===== src/rtl/lsu_pkg.sv =====
// Shared funct3 codes, FSM encoding and request legality for the load/store unit.
// Pure declarations: no latency, no backpressure.
package lsu_pkg;

  localparam logic [2:0] F3_LB  = 3'b000;
  localparam logic [2:0] F3_LH  = 3'b001;
  localparam logic [2:0] F3_LW  = 3'b010;
  localparam logic [2:0] F3_LBU = 3'b100;
  localparam logic [2:0] F3_LHU = 3'b101;
  localparam logic [2:0] F3_SB  = 3'b000;
  localparam logic [2:0] F3_SH  = 3'b001;
  localparam logic [2:0] F3_SW  = 3'b010;

  typedef enum logic [1:0] {
    ST_IDLE      = 2'd0,
    ST_LOAD_WAIT = 2'd1,
    ST_RMW       = 2'd2
  } lsu_state_t;

  function automatic logic is_legal(input logic we, input logic [2:0] f3);
    if (we) return (f3 == F3_SB) || (f3 == F3_SH) || (f3 == F3_SW);
    return (f3 == F3_LB) || (f3 == F3_LH) || (f3 == F3_LW) ||
           (f3 == F3_LBU) || (f3 == F3_LHU);
  endfunction

endpackage


===== src/rtl/lsu_lane_mux.sv =====
// Byte/half lane extraction with sign/zero extension, and sub-word store merge.
// Purely combinational: zero latency, no backpressure.
module lsu_lane_mux
  import lsu_pkg::*;
(
  input  logic [1:0]  i_off,
  input  logic [2:0]  i_funct3,
  input  logic [31:0] i_word,
  input  logic [15:0] i_wdata,
  output logic [31:0] o_load,
  output logic [31:0] o_merged
);

  logic [7:0]  w_byte;
  logic [15:0] w_half;

  always_comb begin
    case (i_off)
      2'd0:    w_byte = i_word[7:0];
      2'd1:    w_byte = i_word[15:8];
      2'd2:    w_byte = i_word[23:16];
      default: w_byte = i_word[31:24];
    endcase
    w_half = i_off[1] ? i_word[31:16] : i_word[15:0];

    case (i_funct3)
      F3_LB:   o_load = {{24{w_byte[7]}}, w_byte};
      F3_LH:   o_load = {{16{w_half[15]}}, w_half};
      F3_LBU:  o_load = {24'h0, w_byte};
      F3_LHU:  o_load = {16'h0, w_half};
      default: o_load = i_word;
    endcase

    o_merged = i_word;
    if (i_funct3[1:0] == 2'b00)
      o_merged[{i_off, 3'b000} +: 8] = i_wdata[7:0];
    else if (i_funct3[1:0] == 2'b01)
      o_merged[{i_off[1], 4'b0000} +: 16] = i_wdata[15:0];
  end

endmodule


===== src/rtl/load_store_unit.sv =====
// RV32 load/store to word memory; sub-word stores by read-modify-write. LSU_MISALIGN_TRAP_EN rejects misaligned accesses.
// Loads respond 2 cycles after acceptance, SB/SH write 1 cycle after, SW writes at once; busy holds upstream off.
module load_store_unit
  import lsu_pkg::*;
#(
  parameter int MEM_BITS = 12
) (
  input  logic                clk,
  input  logic                rst,
  input  logic                req_valid,
  input  logic                req_we,
  input  logic [2:0]          req_funct3,
  input  logic [31:0]         req_addr,
  input  logic [31:0]         req_wdata,
  output logic                busy,
  output logic                rsp_valid,
  output logic [31:0]         rsp_rdata,
  output logic                misaligned_err,
  output logic [MEM_BITS-1:0] dm_addr,
  output logic [31:0]         dm_din,
  output logic                dm_we,
  input  logic [31:0]         dm_dout
);

  lsu_state_t          r_state;
  logic [MEM_BITS-1:0] r_addr;
  logic [1:0]          r_off;
  logic [2:0]          r_f3;
  logic [15:0]         r_wdata;
  logic                r_rsp_valid;
  logic [31:0]         r_rsp_rdata;
  logic                r_err;

  logic                w_legal;
  logic                w_misaligned;
  logic [1:0]          w_off;
  logic [31:0]         w_load;
  logic [31:0]         w_merged;
  logic                w_unused_addr;

  assign w_legal       = req_valid && is_legal(req_we, req_funct3);
  assign w_unused_addr = &{1'b0, req_addr[31:MEM_BITS+2]};

`ifdef LSU_MISALIGN_TRAP_EN
  assign w_misaligned = ((req_funct3[1:0] == 2'b10) && (req_addr[1:0] != 2'b00)) ||
                        ((req_funct3[1:0] == 2'b01) && req_addr[0]);
`else
  assign w_misaligned = 1'b0;
`endif

  // Offset aligned down to the access size; only matters when trapping is off.
  always_comb begin
    case (req_funct3[1:0])
      2'b10:   w_off = 2'b00;
      2'b01:   w_off = {req_addr[1], 1'b0};
      default: w_off = req_addr[1:0];
    endcase
  end

  lsu_lane_mux u_lane_mux (
    .i_off    (r_off),
    .i_funct3 (r_f3),
    .i_word   (dm_dout),
    .i_wdata  (r_wdata),
    .o_load   (w_load),
    .o_merged (w_merged)
  );

  always_ff @(posedge clk) begin
    if (rst) begin
      r_state     <= ST_IDLE;
      r_addr      <= '0;
      r_off       <= '0;
      r_f3        <= '0;
      r_wdata     <= '0;
      r_rsp_valid <= 1'b0;
      r_rsp_rdata <= '0;
      r_err       <= 1'b0;
    end else begin
      r_rsp_valid <= 1'b0;
      r_err       <= 1'b0;
      case (r_state)
        ST_IDLE: begin
          if (w_legal) begin
            if (w_misaligned) begin
              r_err <= 1'b1;
            end else if (!req_we || (req_funct3 != F3_SW)) begin
              r_addr  <= req_addr[MEM_BITS+1:2];
              r_off   <= w_off;
              r_f3    <= req_funct3;
              r_wdata <= req_wdata[15:0];
              r_state <= req_we ? ST_RMW : ST_LOAD_WAIT;
            end
          end
        end
        ST_LOAD_WAIT: begin
          r_rsp_valid <= 1'b1;
          r_rsp_rdata <= w_load;
          r_state     <= ST_IDLE;
        end
        default: r_state <= ST_IDLE;
      endcase
    end
  end

  // Memory port is combinational so SW and the RMW write need no extra cycle;
  // reset gates it so an in-flight RMW never lands a partial write.
  always_comb begin
    dm_addr = '0;
    dm_din  = '0;
    dm_we   = 1'b0;
    if (!rst) begin
      case (r_state)
        ST_IDLE: begin
          if (req_valid) begin
            dm_addr = req_addr[MEM_BITS+1:2];
            dm_din  = req_wdata;
          end
          dm_we = w_legal && req_we && (req_funct3 == F3_SW) && !w_misaligned;
        end
        ST_LOAD_WAIT: dm_addr = r_addr;
        ST_RMW: begin
          dm_addr = r_addr;
          dm_din  = w_merged;
          dm_we   = 1'b1;
        end
        default: ;
      endcase
    end
  end

  assign busy           = (r_state != ST_IDLE);
  assign rsp_valid      = r_rsp_valid;
  assign rsp_rdata      = r_rsp_rdata;
  assign misaligned_err = r_err;

endmodule


===== config.mk =====
export PLATFORM = sky130hd
export DESIGN_NAME = load_store_unit
export DESIGN_NICKNAME = d
export VERILOG_FILES = /design/src/rtl/lsu_pkg.sv /design/src/rtl/lsu_lane_mux.sv /design/src/rtl/load_store_unit.sv
export SDC_FILE = /design/constraint.sdc
export NUM_CORES = 1
export LEC_CHECK = 0
export ABC_CLOCK_PERIOD_IN_PS = 4400
export BUFFER_PORTS_ARGS = -buffer_cell sky130_fd_sc_hd__buf_2
export CAP_MARGIN = 30
export CORE_ASPECT_RATIO = 0.9
export CORE_MARGIN = 2
export CORE_UTILIZATION = 30
export DETAILED_ROUTE_END_ITERATION = 16
export HOLD_SLACK_MARGIN = 0.02
export PLACE_DENSITY = 0.5
export SLEW_MARGIN = 20
export SYNTH_ARGS = -nofsm -noshare
export SYNTH_HDL_FRONTEND = slang
export SYNTH_SLANG_ARGS = --single-unit

===== constraint.sdc =====
create_clock -name clk -period 4.4 [get_ports clk]
set_input_delay 0.22 -clock clk [delete_from_list [all_inputs] [get_ports clk]]
set_output_delay 0.22 -clock clk [all_outputs]
set_load 0.05 [all_outputs]

==> results of run 1 <==
[worst min path at each step]
stage	startpoint	to	slack (ps)	depth (start not counted)
final	req_addr[2]	r_addr[0]$_SDFFE_PP0P_	140	3
after CTS	req_addr[2]	r_addr[0]$_SDFFE_PP0P_	130	3
after floorplan	req_addr[2]	r_addr[0]$_SDFFE_PP0P_	370	2
after global routing	req_addr[2]	r_addr[0]$_SDFFE_PP0P_	130	3
after global placement	r_wdata[14]$_SDFFE_PP0P_	r_wdata[14]$_SDFFE_PP0P_	460	2
after detailed placement	r_wdata[14]$_SDFFE_PP0P_	r_wdata[14]$_SDFFE_PP0P_	470	2
[logic make-up after synthesis]
| logic type | count (synthesis) | synth area share |
|---|---|---|
| buffers and inverters | 116 | 0.09435 |
| adder cells (fa/ha/maj) | 13 | 0.03370 |
| AO/OA/AOI/OAI | 285 | 0.4158 |
| multiplexers | 1 | 0.002333 |
| flip-flops | 68 | 0.2820 |
| AND/OR/NAND/NOR | 181 | 0.1711 |
| other | 1 | 0.0007769 |
[metal layers]
metal / track usage / up-vias / wire [µm]
met4: 0.06903 / 0 / 359
met5: 0 / - / 0
met2: 0.3339 / 273 / 8579
met1: 0.3189 / 2673 / 8662
li1: - / 2706 / -
met3: 0.03704 / 23 / 1757
[critical path, delay by kind of cell, from the launching register on]
kind | cells | cell delay (ps)
AOI/OAI and AO/OA | 2 | 300
adders and majority gates | 1 | 390
buffers and inverters | 3 | 760
DFF | 1 | 740
and+or+nand+nor | 1 | 670
[state kept, by name, indices dropped and copies added, names as in the netlist]
name,flops
r_addr,12
r_f3,3
r_off,2
r_state,2
r_wdata,16
rsp_rdata,32
rsp_valid,1
[final cells by class]
| type | count | area share |
|---|---|---|
| Inverter | 46 | 0.02854 |
| Tap cell | 202 | 0.04177 |
| Clock inverter | 3 | 0.003515 |
| Sequential cell | 68 | 0.2252 |
| Multi-Input combinational cell | 481 | 0.4994 |
| Timing Repair Buffer | 179 | 0.1586 |
| Clock buffer | 13 | 0.04301 |
[per-stage QoR]
stage,hold WS [ps],power (mW)
2_1_floorplan,367.7,1.096
3_3_place_gp,458.5,1.281
3_5_place_dp,467.5,1.294
4_1_cts,126.3,1.979
5_1_grt,131.9,2.062
6_report,136.9,1.970
[cells in the final DEF (no fill, tap or decap), drive strengths merged, types with 2 or more instances in the layout]
cell / count
o21a: 3
a311oi: 8
ha: 13
o21bai: 7
inv: 45
or2: 15
nor4bb: 2
o21ai: 61
a21oi: 71
clkinv: 3
clkbuf: 14
a22oi: 13
nor3b: 2
a32oi: 7
nand3: 32
and2: 4
a22o: 3
nor3: 3
a211oi: 16
o221ai: 26
nand2: 71
o211ai: 2
nor2b: 3
o22ai: 3
buf: 178
a211o: 7
dfxtp: 68
nor4: 2
nand2b: 3
nor2: 41
a41oi: 7
a221oi: 39
[power by group]
group | internal (mW) | leakage, nW | total (mW) | switching (mW)
logic | 0.175 | 1.91 | 0.601 | 0.425
registers | 0.652 | 0.554 | 0.688 | 0.0361
clock network | 0.412 | 0.136 | 0.681 | 0.269
total | 1.24 | 2.60 | 1.97 | 0.730
==> impl_metrics.env, run 1 <==
export IMPL_status="completed"
export IMPL_cts_resized=0
export IMPL_yosys_top_cells_count="a21oi_1 (71), nand2_1 (71), dfxtp_1 (68)"
export IMPL_die_h_um=124.3
export IMPL_critPathSlowestCell="dfxtp_1"
export IMPL_antenna_found_initial=0
export IMPL_insertion_delay_ps=340
export IMPL_port_buffer_count=163
export IMPL_cts_tree="done"
export IMPL_finalHoldViolCount=0
export IMPL_synthDominantCellAreaShare=0.2820
export IMPL_synthTopCellsByArea="dfxtp_1 (28%), a21oi_1 (7.4%), a221oi_1 (7.1%)"
export IMPL_clkSinkCount=68
export IMPL_post_dp_hpwl_um=14010
export IMPL_design_area_mm2=0.006051
export IMPL_instances_no_fill=992
export IMPL_pwr_density_cell_mw_per_mm2=325.6
export IMPL_synth_cells=665
export IMPL_pre_cts_ws_ps=1379
export IMPL_ir_drop_mv=0.1963
export IMPL_grt_max_degree=49
export IMPL_yosys_register_bits=68
export IMPL_fill_cells=1712
export IMPL_dp_cells=974
export IMPL_r2r_start="r_off[1]$_SDFFE_PP0P_"
export IMPL_p_leak_nw=2.601
export IMPL_grt_pass1_vias=5315
export IMPL_min_path_type="in2reg"
export IMPL_yosys_cell_types_count=54
export IMPL_r2r_slack_ps=1750
export IMPL_ys_seq_area_frac=0.2820
export IMPL_viasPerCell=5.721
export IMPL_drv_cap=0
export IMPL_cts_buffers=9
export IMPL_syn_to_final_growth_pct=25.35
export IMPL_post_route_util=0.3878
export IMPL_grt_overflow_total=0
export IMPL_start_util=0.3094
export IMPL_finalCritPeriodShare=0.7783
export IMPL_synth_edff_count=0
export IMPL_synth_area_per_cell_um2=7.259
export IMPL_rsz0062_at_grt="no"
export IMPL_regArea_mm2=0.001363
export IMPL_multiInputGateArea_mm2=0.003022
export IMPL_path_clk_slew_ps=60
export IMPL_worstReg2RegEnd="rsp_rdata[18]$_SDFFE_PP0P_"
export IMPL_startpoint="r_off[1]$_SDFFE_PP0P_"
export IMPL_syn_area_mm2=0.004827
export IMPL_end_kind="output port"
export IMPL_synth_largest_area_cell="dfxtp_1"
export IMPL_crit_end="dm_din[19]"
export IMPL_slew_headroom=0.3286
export IMPL_critical_path_max_fanout=18
export IMPL_ys_warnings_count=0
export IMPL_worstRegToRegCells=5
export IMPL_fin_ws_ps=975.3
export IMPL_tightestPinTransition_ps=1007
export IMPL_critPathKind="reg2out"
export IMPL_postCtsSetupBuffers=0
export IMPL_fin_skew_ps=7.505
export IMPL_cp_slowest_stage_delay_ps=740
export IMPL_htreeDepth=3
export IMPL_placed_cell_area_mm2=0.005749
export IMPL_diodes=0
export IMPL_vias=5675
export IMPL_dieArea_mm2=0.01712
export IMPL_maxSlewViolCount=0
export IMPL_grt_pass1_wl_um=29570
export IMPL_syn_num_nets=781
export IMPL_layout_drive_gt1_share=0.2823
export IMPL_ant_nets=0
export IMPL_crit_required_ps=4180
export IMPL_rows=43
export IMPL_routed_wl_um=19360
export IMPL_grtUsageTotal=0.2213
export IMPL_drc=0
export IMPL_drt_iter0_markers=413
export IMPL_core_area_mm2=0.01560
export IMPL_die_w_um=137.7
export IMPL_max_freq_ghz=0.2920
export IMPL_tns_ps=0
export IMPL_wl_per_cell_um=19.51
export IMPL_cp_start_kind="flop"
export IMPL_pin_count=183
export IMPL_synthArstFlopShare=0
export IMPL_drtPass1Iterations=5
export IMPL_fin_crit_ps=3425
export IMPL_hold_buffers=0
export IMPL_nets=901
export IMPL_setup_viol=0
export IMPL_arrival_ps=3200
export IMPL_place_gp_congestion=0.8831
export IMPL_cp_cell_sequence="inv_1 > ha_1 > nor4bb_1 > buf_4 > a221oi_1 > o21ai_0 > buf_2"
export IMPL_clk_path_buf_depth=2
export IMPL_ys_dominant_reg_cell="dfxtp_1"
export IMPL_root_buffer="clkbuf_16"
No activity file was read; power rests on OpenSTA's default activity.
==> run 2: changes to the inputs <==
Settings changed: ABC_CLOCK_PERIOD_IN_PS 4400 to 2890, PLACE_DENSITY 0.5 to 0.52.
Clock period 4.4 ns to 2.89 ns, I/O delays scaled along.
==> run 2 against run 1 <==
Effect of this change: via count decreased by 0.35%; critical path depth stayed put; hold slack got worse by 69 ps; combinational power grew 55%; clock skew about the same; cell count rose by 1.0%; die area unchanged; total power up 58%; largest cell class unchanged.
==> impl_metrics.env, run 2 (synthesized netlist as in run 1, its figures left out) <==
export IMPL_rsz0062_at_grt="no"
export IMPL_crit_required_ps=2750
export IMPL_mostFrequentLayoutCells="buf_2 (163), nand2_1 (71), a21oi_1 (71), dfxtp_1 (67), inv_1 (45)"
export IMPL_finalCritPeriodShare=0.9165
export IMPL_hold_buffers=0
export IMPL_drc=0
export IMPL_tns_ps=0
export IMPL_cp_num_cells=7
export IMPL_cp_start_kind="flop"
export IMPL_fin_skew_ps=7.888
export IMPL_final_common_cell="buf_2"
export IMPL_slew_headroom=0.4834
export IMPL_fin_ws_ps=241.3
export IMPL_regArea_mm2=0.001363
export IMPL_core_area_mm2=0.01560
export IMPL_end_kind="output port"
export IMPL_layout_drive_gt1_share=0.2932
export IMPL_max_freq_ghz=0.3775
export IMPL_ant_nets=0
export IMPL_worst_path_buf_inv=2
export IMPL_cts_tree="done"
export IMPL_port_buffer_count=163
export IMPL_hold_depth=3
export IMPL_finalHoldViolCount=0
export IMPL_die_h_um=124.3
export IMPL_grt_max_degree=65
export IMPL_status="completed"
export IMPL_clk_path_buf_depth=2
export IMPL_die_w_um=137.7
export IMPL_critPathKind="reg2out"
export IMPL_place_gp_congestion=0.9168
export IMPL_antenna_found_initial=2
export IMPL_cp_slowest_stage_delay_ps=450
export IMPL_insertion_delay_ps=330
export IMPL_ir_drop_mv=0.3177
export IMPL_pwr_density_cell_mw_per_mm2=507.8
export IMPL_grt_pass1_vias=5151
export IMPL_cts_buffers=9
export IMPL_dieArea_mm2=0.01712
export IMPL_drt_iter0_markers=460
export IMPL_min_path_type="in2reg"
export IMPL_largest_register_ffs=32
export IMPL_critPathSlowestCell="dfxtp_1"
export IMPL_worstRegToRegCells=6
export IMPL_path_clk_slew_ps=60
export IMPL_root_buffer="clkbuf_16"
export IMPL_drtPass1Iterations=5
export IMPL_multiInputGateArea_mm2=0.003023
export IMPL_arrival_ps=2500
export IMPL_critical_path_max_fanout=8
export IMPL_routed_wl_um=19060
export IMPL_htreeDepth=3
export IMPL_critPathTopFamily="simple AND/OR/NAND/NOR gates"
export IMPL_p_leak_nw=2.644
export IMPL_grt_overflow_total=0
export IMPL_grt_pass1_wl_um=28650
export IMPL_maxSlewViolCount=0
export IMPL_drv_cap=0
export IMPL_pre_cts_ws_ps=521.2
export IMPL_grtUsageTotal=0.2127
export IMPL_syn_to_final_growth_pct=27.01
export IMPL_tightestPinTransition_ps=774.9
export IMPL_pin_count=183
export IMPL_start_util=0.3094
export IMPL_nets=909
export IMPL_vias=5655
export IMPL_fin_crit_ps=2649
export IMPL_clkSinkCount=68
export IMPL_wl_per_cell_um=19.02
export IMPL_fill_cells=1711
export IMPL_post_dp_hpwl_um=14010
export IMPL_setup_viol=0
export IMPL_cp_cell_sequence="inv_1 > ha_1 > and4b_2 > a221oi_1 > nor4_1 > a21o_1 > buf_2"
export IMPL_rows=43
export IMPL_viasPerCell=5.644
## run 2: changes by cell type in the layout (fill, tap and decap cells not counted), moves of 2 or more
cell / change
buf_4: +12
buf_8: -2
clkbuf_1: -2
diode_2: +2
o21ai_0: -28
o21ai_1: +28
## run 2: layout make-up
| type | instances | share of cell area |
|---|---|---|
| timing repair buffer | 187 | 0.1637 |
| inverter | 46 | 0.02816 |
| clock buffer | 11 | 0.04122 |
| multi-input combinational | 481 | 0.4931 |
| antenna | 2 | 0.0008163 |
| tap | 202 | 0.04122 |
| clock inverter | 5 | 0.009592 |
| sequential | 68 | 0.2222 |
## run 2: where the power goes
part           switching [mW]  leakage [nW]  internal, mW
clock                   0.425         0.148         0.716
combinational           0.653          1.94         0.278
sequential             0.0485         0.554         0.992
## run 2: tightest hold or removal path, cell delays in order
cell     delay (ps)
buf_2           100
nand3_1          50
a21oi_1          50
## run 2: worst paths after layout
| path | from | end | slack (ps) |
|---|---|---|---|
| min reg2reg | r_wdata[14]$_SDFFE_PP0P_ | r_wdata[14]$_SDFFE_PP0P_ | 470 |
| max reg2reg | r_off[0]$_SDFFE_PP0P_ | rsp_rdata[31]$_SDFFE_PP0P_ | 660 |
| max | r_off[0]$_SDFFE_PP0P_ | dm_din[15] | 240 |
| min | req_addr[12] | r_addr[10]$_SDFFE_PP0P_ | 70 |
## run 2: per-layer routing
layer | GRT usage | share of wire | vias to the layer above | wire, µm
met5 | 0 | 0 | - | 0
met3 | 0.04558 | 0.082 | 21 | 1564
met2 | 0.3339 | 0.46 | 219 | 8711
li1 | - | - | 2730 | -
met1 | 0.2969 | 0.45 | 2685 | 8489
met4 | 0.04862 | 0.015 | 0 | 291
## run 2: through the flow
step | utilization | area (µm²) | instances | total power, mW | hold slack, ps
2_1_floorplan | - | 4827 | 665 | 1.674 | 292.2
3_3_place_gp | 0.3716 | 5798 | 983 | 1.968 | 408.7
3_5_place_dp | 0.3716 | 5798 | 983 | 1.984 | 416.8
4_1_cts | 0.3916 | 6110 | 999 | 3.124 | 64.48
5_1_grt | 0.3926 | 6126 | 1000 | 3.240 | 75.66
6_report | 0.3929 | 6131 | 1002 | 3.113 | 68.10
## run 2: repair_timing
item | in CTS | in global routing
endpoints found under the setup margin | 0 | 1
buffers inserted | 0 | 0
resized for setup | 0 | 1
==> run 3: changes to the inputs <==
Settings changed: CORE_MARGIN 2 to 1, PLACE_DENSITY 0.52 to not set, PLACE_DENSITY_LB_ADDON set to 0.3.
==> run 3 against run 2 <==
Effect of this change: worst setup slack better by 9.1 ps; hold slack gained 3.5 ps; largest power group unchanged; die area fell by 3.0%; utilization shrank 0.073 points; total power fell by 0.98%; sequential power is essentially flat; fmax up 0.35%; sequential cell count is the same; register-to-register slack worse by 20 ps.
==> impl_metrics.env, run 3 (synthesized netlist as in run 1, its figures left out) <==
export IMPL_diodes=0
export IMPL_finalHoldViolCount=0
export IMPL_setup_viol=0
export IMPL_fin_skew_ps=7.034
export IMPL_grt_max_degree=47
export IMPL_ir_drop_mv=0.2584
export IMPL_syn_to_final_growth_pct=26.33
export IMPL_finalCritPeriodShare=0.9133
export IMPL_grt_pass1_vias=5322
export IMPL_routed_wl_um=19330
export IMPL_place_gp_congestion=0.9200
export IMPL_ant_nets=0
export IMPL_antenna_found_initial=0
export IMPL_largest_register_ffs=32
export IMPL_grt_pass1_wl_um=29350
export IMPL_pin_count=183
export IMPL_vias=5710
export IMPL_min_path_type="in2reg"
export IMPL_slew_headroom=0.4764
export IMPL_insertion_delay_ps=340
export IMPL_critPathKind="reg2out"
export IMPL_max_freq_ghz=0.3789
export IMPL_htreeDepth=3
export IMPL_die_h_um=122.3
export IMPL_drv_cap=0
export IMPL_post_dp_hpwl_um=13540
export IMPL_grtUsageTotal=0.2298
export IMPL_arrival_ps=2500
export IMPL_clk_path_buf_depth=2
export IMPL_pwr_density_cell_mw_per_mm2=505.5
export IMPL_port_buffer_count=163
export IMPL_tightestPinTransition_ps=785.3
export IMPL_tns_ps=0
export IMPL_cts_resized=0
export IMPL_start_util=0.3105
export IMPL_drt_iter0_markers=580
export IMPL_final_common_cell="buf_2"
export IMPL_cts_buffers=9
export IMPL_p_leak_nw=2.634
export IMPL_clkSinkCount=68
export IMPL_cp_start_kind="flop"
export IMPL_path_clk_slew_ps=60
export IMPL_maxSlewViolCount=0
export IMPL_fin_crit_ps=2640
export IMPL_root_buffer="clkbuf_16"
export IMPL_hold_ws_ps=71.58
export IMPL_instances_no_fill=998
export IMPL_core_area_mm2=0.01555
export IMPL_status="completed"
export IMPL_wl_per_cell_um=19.37
export IMPL_critical_path_max_fanout=10
export IMPL_die_w_um=135.7
export IMPL_rows=43
export IMPL_mostFrequentLayoutCells="buf_2 (163), nand2_1 (71), a21oi_1 (71), dfxtp_1 (65), inv_1 (45)"
export IMPL_dp_cells=983
export IMPL_viasPerCell=5.721
export IMPL_cts_tree="done"
export IMPL_drtPass1Iterations=6
export IMPL_layout_drive_gt1_share=0.2889
export IMPL_drc=0
export IMPL_postCtsSetupBuffers=0
export IMPL_dieArea_mm2=0.01660
export IMPL_hold_buffers=0
export IMPL_end_kind="output port"
export IMPL_nets=908
export IMPL_rsz0062_at_grt="no"
export IMPL_crit_required_ps=2750
export IMPL_grt_overflow_total=0
-- run 3: area by class of cell --
type / count / area, µm²
Tap cell: 202 / 252.7
Sequential cell: 68 / 1365
Clock inverter: 2 / 35.03
Inverter: 46 / 172.7
Clock buffer: 13 / 250.2
Multi-Input combinational cell: 481 / 3022
Timing Repair Buffer: 186 / 1001
Fill cell: 1638 / 9450
-- run 3: path summary, 6_finish.rpt --
path	startpoint	end	slack [ps]	cells past startpoint
max	r_off[0]$_SDFFE_PP0P_	dm_din[17]	250	8
min	req_addr[12]	r_addr[10]$_SDFFE_PP0P_	70	3
max reg2reg	r_off[1]$_SDFFE_PP0P_	rsp_rdata[31]$_SDFFE_PP0P_	640	7
min reg2reg	r_wdata[8]$_SDFFE_PP0P_	r_wdata[8]$_SDFFE_PP0P_	470	2
-- run 3: stage by stage --
stage	total power [mW]	instance area [µm²]	setup WS, ps	utilization
finish	3.083	6098	250.4	0.3922
global route	3.217	6098	44.36	0.3922
CTS	3.093	6096	168.0	0.3921
detailed placement	1.984	5811	546.3	0.3737
global placement	1.981	5811	521.5	0.3737
floorplan	1.674	4827	8.105	-
-- run 3: critical path, stage by stage (launching register included) --
cell and delay, ps:
dfxtp_2 370, inv_1 140, ha_1 440, nor4bb_1 260, buf_4 220, a221oi_1 90, a21oi_1 220, a22o_1 160
buf_2 250
-- run 3: layer usage --
metal  track usage  routed length, µm  part of all wire
met4       0.08427                441             0.023
met2        0.3501               8632              0.45
met5             0                  0                 0
met3       0.04296               1609             0.083
met1        0.3198               8649              0.45
-- run 3: power by group --
group / internal, mW / switching [mW]
Combinational: 0.274 / 0.667
Clock: 0.687 / 0.419
Sequential: 0.993 / 0.0421
